## config.mk

```make
export PLATFORM = sky130hd
export DESIGN_NAME = x2050brq_flat
export DESIGN_NICKNAME = d
export VERILOG_FILES = /design/src/rtl/x2050_pkg.sv /design/src/rtl/x2050brq_if.sv /design/src/rtl/x2050brq_dly.sv /design/src/rtl/x2050brq.sv /design/src/flat_wrapper.sv
export SDC_FILE = /design/constraint.sdc
export NUM_CORES = 1
export LEC_CHECK = 0
export ABC_AREA = 0
export BUFFER_PORTS_ARGS = -buffer_cell sky130_fd_sc_hd__buf_2
export CAP_MARGIN = 20
export CORE_ASPECT_RATIO = 1.5
export CORE_UTILIZATION = 31
export CTS_BUF_LIST = sky130_fd_sc_hd__clkbuf_4 sky130_fd_sc_hd__clkbuf_8
export DETAILED_ROUTE_END_ITERATION = 7
export GPL_TIMING_DRIVEN = 0
export PLACE_DENSITY = 0.54
export SLEW_MARGIN = 0
export SYNTH_ARGS = -nofsm -noshare
export SYNTH_HDL_FRONTEND = slang
export SYNTH_SLANG_ARGS = --single-unit
```

## constraint.sdc

```tcl
create_clock -name i_clk -period 3.5 [get_ports i_clk]
set_input_delay 0.35 -clock i_clk [delete_from_list [all_inputs] [get_ports i_clk]]
set_output_delay 0.35 -clock i_clk [all_outputs]
set_load 0.01 [all_outputs]
```

## src/rtl/x2050_pkg.sv

```systemverilog
// Shared definitions for the 2050 break-in request stage.
// Holds the arbiter state type, routine bit indices and the default delay.
package x2050_pkg;

    localparam int NREQ        = 4;
    localparam int DLY_DEFAULT = 3;

    // Routine request bit positions; bit 0 has the highest priority.
    localparam int RTN0 = 0;
    localparam int RTN1 = 1;
    localparam int RTN2 = 2;
    localparam int RTN3 = 3;

    typedef enum logic [1:0] {
        IDLE    = 2'd0,
        PRESENT = 2'd1,
        RECD    = 2'd2,
        WAITFC  = 2'd3
    } brq_state_t;

endpackage

```

## src/rtl/x2050brq_if.sv

```systemverilog
// Request/acknowledge bundle between the break-in request stage and
// the ROS/channel side. slave = x2050brq, master = the driving side.
interface x2050brq_if;
    import x2050_pkg::*;

    logic            i_ros_advance;
    logic [NREQ-1:0] i_chan_req;
    logic [NREQ-1:0] i_sched_req;
    logic            i_mem_busy;
    logic            i_routine_recd;
    logic            i_firstcycle;
    logic [NREQ-1:0] o_routine_requesting;
    logic [NREQ-1:0] o_pending;
    logic [NREQ-1:0] o_delay_active;
    logic            o_busy;

    modport master (
        output i_ros_advance, i_chan_req, i_sched_req,
        output i_mem_busy, i_routine_recd, i_firstcycle,
        input  o_routine_requesting, o_pending,
        input  o_delay_active, o_busy
    );

    modport slave (
        input  i_ros_advance, i_chan_req, i_sched_req,
        input  i_mem_busy, i_routine_recd, i_firstcycle,
        output o_routine_requesting, o_pending,
        output o_delay_active, o_busy
    );

endinterface

```

## src/rtl/x2050brq_dly.sv

```systemverilog
// One delayed-request counter. A schedule pulse loads DLY; each ROS
// advance counts down and the 1->0 step raises o_expire for that cycle.
// Ports: i_clk, i_reset, i_adv, i_sched in; o_active, o_expire out.
module x2050brq_dly
    import x2050_pkg::*;
#(
    parameter int DLY = DLY_DEFAULT
) (
    input  logic i_clk,
    input  logic i_reset,
    input  logic i_adv,
    input  logic i_sched,
    output logic o_active,
    output logic o_expire
);

    logic [3:0] cnt_q;
    logic [3:0] cnt_d;

    always_comb begin
        cnt_d    = cnt_q;
        o_expire = 1'b0;
        if (i_adv) begin
            // A fresh schedule always restarts, even mid-count.
            if (i_sched) begin
                cnt_d = 4'(DLY);
            end else if (cnt_q != 4'd0) begin
                cnt_d    = cnt_q - 4'd1;
                o_expire = (cnt_q == 4'd1);
            end
        end
    end

    always_ff @(posedge i_clk or posedge i_reset) begin
        if (i_reset) cnt_q <= '0;
        else         cnt_q <= cnt_d;
    end

    assign o_active = (cnt_q != 4'd0);

endmodule

```

## src/rtl/x2050brq.sv

```systemverilog
// Break-in request stage: latches immediate and delayed routine
// requests, grants the lowest-index one and holds it one-hot until the
// ROS acknowledges with routine-received and first-cycle.
// Ports: i_clk, i_reset (async, active-high); brq bundle (slave side).
module x2050brq
    import x2050_pkg::*;
#(
    parameter int DLY = DLY_DEFAULT
) (
    input  logic        i_clk,
    input  logic        i_reset,
    x2050brq_if.slave   brq
);

    brq_state_t      state_q, state_d;
    logic [NREQ-1:0] grant_q, grant_d;
    logic [NREQ-1:0] pending_q, pending_d;
    logic [NREQ-1:0] req_q, req_d;
    logic            busy_q, busy_d;
    logic [NREQ-1:0] active;
    logic [NREQ-1:0] expire;
    logic [NREQ-1:0] pick;
    logic [NREQ-1:0] clr;

    for (genvar g = 0; g < NREQ; g++) begin : g_dly
        x2050brq_dly #(.DLY(DLY)) u_dly (
            .i_clk    (i_clk),
            .i_reset  (i_reset),
            .i_adv    (brq.i_ros_advance),
            .i_sched  (brq.i_sched_req[g]),
            .o_active (active[g]),
            .o_expire (expire[g])
        );
    end

    // Lowest set bit of pending wins.
    always_comb begin
        pick = '0;
        for (int i = NREQ - 1; i >= 0; i--) begin
            if (pending_q[i]) begin
                pick    = '0;
                pick[i] = 1'b1;
            end
        end
    end

    always_comb begin
        state_d = state_q;
        grant_d = grant_q;
        clr     = '0;
        if (brq.i_ros_advance) begin
            unique case (state_q)
                IDLE: begin
                    if (pending_q != '0 && !brq.i_mem_busy) begin
                        grant_d = pick;
                        state_d = PRESENT;
                    end
                end
                PRESENT: begin
                    if (brq.i_routine_recd) begin
                        clr     = grant_q;
                        state_d = RECD;
                    end
                end
                RECD: begin
                    if (!brq.i_routine_recd)
                        state_d = brq.i_firstcycle ? IDLE : WAITFC;
                end
                WAITFC: begin
                    if (brq.i_firstcycle) state_d = IDLE;
                end
                default: state_d = IDLE;
            endcase
        end
    end

    // New requests are ORed in after the acknowledge clear: set wins.
    always_comb begin
        pending_d = pending_q;
        if (brq.i_ros_advance)
            pending_d = (pending_q & ~clr) | brq.i_chan_req | expire;
    end

    always_comb begin
        req_d  = '0;
        busy_d = (state_d != IDLE);
        if (state_d == PRESENT || state_d == RECD) req_d = grant_d;
    end

    always_ff @(posedge i_clk or posedge i_reset) begin
        if (i_reset) begin
            state_q   <= IDLE;
            grant_q   <= '0;
            pending_q <= '0;
            req_q     <= '0;
            busy_q    <= 1'b0;
        end else begin
            state_q   <= state_d;
            grant_q   <= grant_d;
            pending_q <= pending_d;
            req_q     <= req_d;
            busy_q    <= busy_d;
        end
    end

    assign brq.o_routine_requesting = req_q;
    assign brq.o_pending            = pending_q;
    assign brq.o_delay_active       = active;
    assign brq.o_busy               = busy_q;

endmodule

```

## src/flat_wrapper.sv

```systemverilog
// flat-port wrapper written by rule: the top's interface ports become plain ports
module x2050brq_flat import x2050_pkg::*;
#(
    parameter int DLY = DLY_DEFAULT
)
  (i_clk, i_reset, brq_i_ros_advance, brq_i_chan_req, brq_i_sched_req, brq_i_mem_busy, brq_i_routine_recd, brq_i_firstcycle, brq_o_routine_requesting, brq_o_pending, brq_o_delay_active, brq_o_busy);
  x2050brq_if brq_i ();
  input  logic i_clk;
  input  logic i_reset;
  input wire logic [$bits(brq_i.i_ros_advance)-1:0] brq_i_ros_advance;
  input wire logic [$bits(brq_i.i_chan_req)-1:0] brq_i_chan_req;
  input wire logic [$bits(brq_i.i_sched_req)-1:0] brq_i_sched_req;
  input wire logic [$bits(brq_i.i_mem_busy)-1:0] brq_i_mem_busy;
  input wire logic [$bits(brq_i.i_routine_recd)-1:0] brq_i_routine_recd;
  input wire logic [$bits(brq_i.i_firstcycle)-1:0] brq_i_firstcycle;
  output wire logic [$bits(brq_i.o_routine_requesting)-1:0] brq_o_routine_requesting;
  output wire logic [$bits(brq_i.o_pending)-1:0] brq_o_pending;
  output wire logic [$bits(brq_i.o_delay_active)-1:0] brq_o_delay_active;
  output wire logic [$bits(brq_i.o_busy)-1:0] brq_o_busy;
  assign brq_i.i_ros_advance = brq_i_ros_advance;
  assign brq_i.i_chan_req = brq_i_chan_req;
  assign brq_i.i_sched_req = brq_i_sched_req;
  assign brq_i.i_mem_busy = brq_i_mem_busy;
  assign brq_i.i_routine_recd = brq_i_routine_recd;
  assign brq_i.i_firstcycle = brq_i_firstcycle;
  assign brq_o_routine_requesting = brq_i.o_routine_requesting;
  assign brq_o_pending = brq_i.o_pending;
  assign brq_o_delay_active = brq_i.o_delay_active;
  assign brq_o_busy = brq_i.o_busy;
  x2050brq #(.DLY(DLY)) u_core (.i_clk(i_clk), .i_reset(i_reset), .brq(brq_i));
endmodule
```

* Word-level counts from Yosys, hierarchy flattened
Cells that the tools add are included.
Operators by class: add/sub/neg operators 4, equality and inequality tests 9, multiplexer cells 38, bitwise operators 4, reductions and logical operators 18
Operator list (count):
- 4-bit 2-to-1 mux | 19
- 4-bit nonzero test | 5
- 4-bit by 1-bit equality test with 1-bit output, second input constant | 4
- 4-bit by 1-bit subtractor with 4-bit output, second input constant | 4
- 1-bit 2-to-1 mux | 12
- 2-bit 2-to-1 mux | 6
- 2-bit nonzero test | 5
- 4-bit OR | 2
- 2-bit case mux with 4 select lines | 1
- 2-bit AND reduction | 4
- 2-bit equality test, second input constant | 3
- 4-bit bitwise AND | 1
- 2-bit by 1-bit equality test with 1-bit output, second input constant | 2
- 4-bit inverter | 1
- 2-bit logical NOT | 1
- 1-bit logical AND | 1
- 1-bit logical NOT | 1
- 1-bit logical OR | 1
Storage, ports and cells: register bits 31

* Longest topological paths before layout
depth after elaboration 8, depth in mapped cells 8, mapped depth without buffers 6

* Cells and area by module
From an unflattened synthesis, not the netlist that was laid out.
Unflattened totals: cell total of the unflattened synthesis 172, area, all modules 1800.5 sq um
By module, submodules not included:
- x2050brq_dly | instances 4, cells each 27, area an instance 267.8 sq um, sequential area each 100.1 sq um
- x2050brq | instances 1, cells each 64, area an instance 729.4 sq um, sequential area each 375.4 sq um

* Worst setup path before layout
Ideal clock, no wire load.
path kind reg-to-reg, start point register u_core.state_q[1], end point register u_core.req_q[2], in the netlist u_core.brq.o_routine_requesting[2], library setup time 0.122 ns, arrival time 1.955 ns, slack 1.424 ns, cell stages (with the launch flop) 8, buffers on the path 1, path through dfrtp_1 -> buf_6 -> nor4b_4 -> a21boi_4 -> a211oi_1 -> ha_1 -> and3_1 -> a32o_1
On the way: longest elaborated chain between the ends 6
Ends and longest elaborated chain:
- start: declaration | RTL line x2050brq.sv:15 | brq_state_t state_q, state_d;
- start signal: assignment | RTL line x2050brq.sv:98 | state_q <= state_d;
- 2-bit equality test (tied with other cells) | RTL line x2050brq.sv:52 | unique case (state_q)
- 2-bit case mux with 4 select lines | RTL line x2050brq.sv:52
- 2-bit 2-to-1 mux | RTL line x2050brq.sv:51 | if (brq.i_ros_advance) begin
- 2-bit by 1-bit equality test with 1-bit output / 2-bit equality test (equally long branches) | RTL line x2050brq.sv:87 | if (state_d == PRESENT || state_d == RECD) req_d = grant_d;
- 1-bit logical OR | RTL line x2050brq.sv:87
- 4-bit 2-to-1 mux * | RTL line x2050brq.sv:87
- named net u_core.req_d[2] | RTL line x2050brq.sv:18 | logic [NREQ-1:0] req_q, req_d;
- end signal: assignment | RTL line x2050brq.sv:101 | req_q <= req_d;
- end: declaration | RTL line x2050brq.sv:18
Mark *: on every way through the listed nets, which the timed path passes. The rest lies on a longest branch. A chain may end at the register's enable or synchronous reset.

* Worst setup path after layout
Ends and elaborated chain as after synthesis.

==> qor.yml <==
timing:
  fin_skew_ns: 0.00365
  min_period_ns: 2.36
  slew-limit-headroom_pct: 62.6
  hold_viol_final: 0
  worst_slack_ns: 1.14
  setup_viol: 0
  rsz0062_at_grt: "no"
  worst_pin_slew_ns: 0.558
  timing.fmax_mhz: 424
  fin_tns_setup_ns: 0
  drv_slew: 0
  min_period_over_period_pct: 67.4
place:
  portBuffers: 26
  placedCellCount: 270
  gp_congestion: 0.773
  dp_slack_ns: 1.07
  hpwl_um: 2790
logic_synthesis:
  syn-num-nets: 200
  synth-edff-count: 0
  ys_ff_latch: 31
  synth_cell_types: 42
  synth_seq_area_share_pct: 43.5
  syn_area_mm2: 0.00178
  async_reset_ff_share_pct: 100
  yosysWarningCount: 0
  synth_cells: 173
  synthFlopType: "dfrtp_1"
  syn_avg_cell_area_um2: 10.3
critical_path:
  cp_data_required_time_ns: 3.67
  crit_type: "reg -> reg"
  worst_setup_path_end_kind: "register"
  r2r_slack_ns: 1.14
  critPathArrivalTime_ns: 2.53
  r2r_cells: 7
  rr_startpoint: "u_core.state_q[1]"
  start_kind: "register"
  r2r-end: "u_core.brq.o_routine_requesting[2]"
  crit_fanout: 10
global_routing:
  grt_pass1_wl_um: 6330
  grt_max_degree: 24
  grt_pass1_vias: 1346
  groute.usage.overall_pct: 13.4
  overflow: 0
  antenna_found_initial: 0
clock_network:
  htreeDepth: 2
  insertion_delay_ns: 0.28
  cts_setup_buffers: 0
  cts_tree: "built"
  cts_buffers: 5
  max-clock-path-buffers: 2
  cts_hold_buf: 0
  path_clk_slew_ns: 0.07
  cts_sinks: 31
  cts_resized: 0
  root_buffer: "clkbuf_8"
final_layout:
  antennaDiodeCount: 0
  drive_above_1_share_pct: 23.1
  syn2layout_area_growth_pct: 20.3
  stdcell_count: 278
  nets: 234
  regArea_um2: 776
  fillers: 548
  multi_input_area_um2: 902
pwr:
  power_density_mw_per_mm2: 616
  ir_drop_mv: 0.218
  leakage_nw: 1.00
route:
  wl_per_cell_um: 13.3
  vias: 1363
  routed_wl_um: 3710
  ant_nets: 0
  dr.pass1.iters: 4
  vias_per_cell: 4.90
  drt_iter0_drc: 50
  drc: 0
floorplanning:
  coreArea_mm2: 0.00549
  die_area_mm2: 0.00607
  die_y_um: 94.9
  start_util_pct: 32.5
  ioPinCount: 27
  fp-row-count: 33
  chipWidth_um: 63.9
outcome:
  status: "finished, final reports clean"
job:
  max_cap_viol_count: 0
min_path:
  min_path_type: "in -> async"
==> stage by stage <==
step / area [µm²] / hold slack, ns / total power [mW] / utilization [%]
floorplan: 1780 / 0.454 / 0.842 / -
global placement: 2000 / 0.502 / 0.959 / 36.5
detailed placement: 2030 / 0.387 / 0.969 / 37.0
CTS: 2150 / 0.0826 / 1.34 / 39.1
global route: 2150 / 0.0997 / 1.43 / 39.1
finish: 2150 / 0.0748 / 1.32 / 39.1
==> power breakdown <==
part,total (mW),internal [mW],switching [mW]
Clock,0.365,0.230,0.135
Sequential,0.543,0.454,0.0894
Combinational,0.414,0.202,0.212
==> worst max-delay path by stage <==
stage                 startpoint                                  to  slack (ns)  cells past startpoint
2_1_floorplan  u_core.state_q[1]  u_core.brq.o_routine_requesting[2]        1.42                      7
3_3_place_gp   brq_i_ros_advance  u_core.brq.o_routine_requesting[2]        1.06                      8
3_5_place_dp   brq_i_ros_advance  u_core.brq.o_routine_requesting[2]        1.07                      8
4_1_cts        u_core.state_q[1]  u_core.brq.o_routine_requesting[2]        1.12                      7
5_1_grt        u_core.state_q[1]  u_core.brq.o_routine_requesting[2]        1.02                      7
6_report       u_core.state_q[1]  u_core.brq.o_routine_requesting[2]        1.14                      7
==> critical path, cell delays in order, from the launching register on <==
cell and delay (ns):
dfrtp_1 0.38, buf_6 0.14, nor4b_4 0.54, a21boi_4 0.32
a211oi_1 0.07, ha_1 0.39, and3_1 0.20, a32o_1 0.21
==> synth_stat cells, types with 3 or more instances <==
| cell type | n | share of area [%] |
|---|---|---|
| dfrtp_1 | 31 | 43 |
| o21ai_0 | 17 | 4.8 |
| ha_1 | 13 | 9.1 |
| inv_1 | 13 | 2.7 |
| nor2b_1 | 8 | 2.8 |
| a22o_1 | 7 | 3.4 |
| nor2_1 | 7 | 1.5 |
| nand2_1 | 6 | 1.3 |
| nor3_1 | 6 | 1.7 |
| nor3b_1 | 5 | 2.1 |
| a22oi_1 | 4 | 1.7 |
| buf_4 | 4 | 1.7 |
| nand2b_1 | 4 | 1.4 |
| nand3_1 | 4 | 1.1 |
| a21oi_1 | 3 | 0.84 |
| a221o_1 | 3 | 1.7 |
| clkbuf_1 | 3 | 0.63 |
| or3b_2 | 3 | 1.5 |
==> flip-flops by register name, summed over array words and instances (netlist names) <==
signal,flops
u_core.state_q,2
u_core.brq.o_routine_requesting,4
u_core.brq.o_pending,4
u_core.brq.o_busy,1
u_core.grant_q,4
u_core.g_dly.u_dly.cnt_q,16
==> layout by cell type (no fill, tap or decap), types with 6 or more instances in the layout <==
cell,n
nand2_1,6
inv_1,13
nor2_1,7
dfrtp_1,31
ha_1,13
nor2b_1,8
a22o_1,7
o21ai_0,17
buf_2,27
clkbuf_8,6
nor3_1,6
==> area by class of cell <==
type                    instances  share of cell area (%)
plain buffers                   9                    2.68
well taps                      70                    4.08
repair buffers                 27                    7.34
flip-flops and latches         31                    36.1
inverters                      13                    2.27
clock inverters                 2                    1.63
clock buffers                   6                    3.85
multi-input cells             120                    42.0
==> logic make-up (layout without fill, tap and decap cells) <==
logic type | Yosys count | count (layout) | synth area share, %
buf+inv | 22 | 57 | 5.96
flops | 31 | 31 | 43.5
compound gates | 51 | 51 | 21.0
mux | 3 | 3 | 1.96
simple gates | 53 | 53 | 18.5
fa+ha+maj | 13 | 13 | 9.12
==> layer usage <==
metal  global-route usage, %  wire (µm)  part of all wire (%)  up-vias
met5                       0          0                     0        -
met4                    6.63         61                   1.6        0
met3                    2.78         90                   2.4        5
met2                    23.1       1860                    50       20
met1                    15.7       1700                    46      645
li1                        -          -                     -      693
Note: power is estimated with default switching activity, not from simulation.
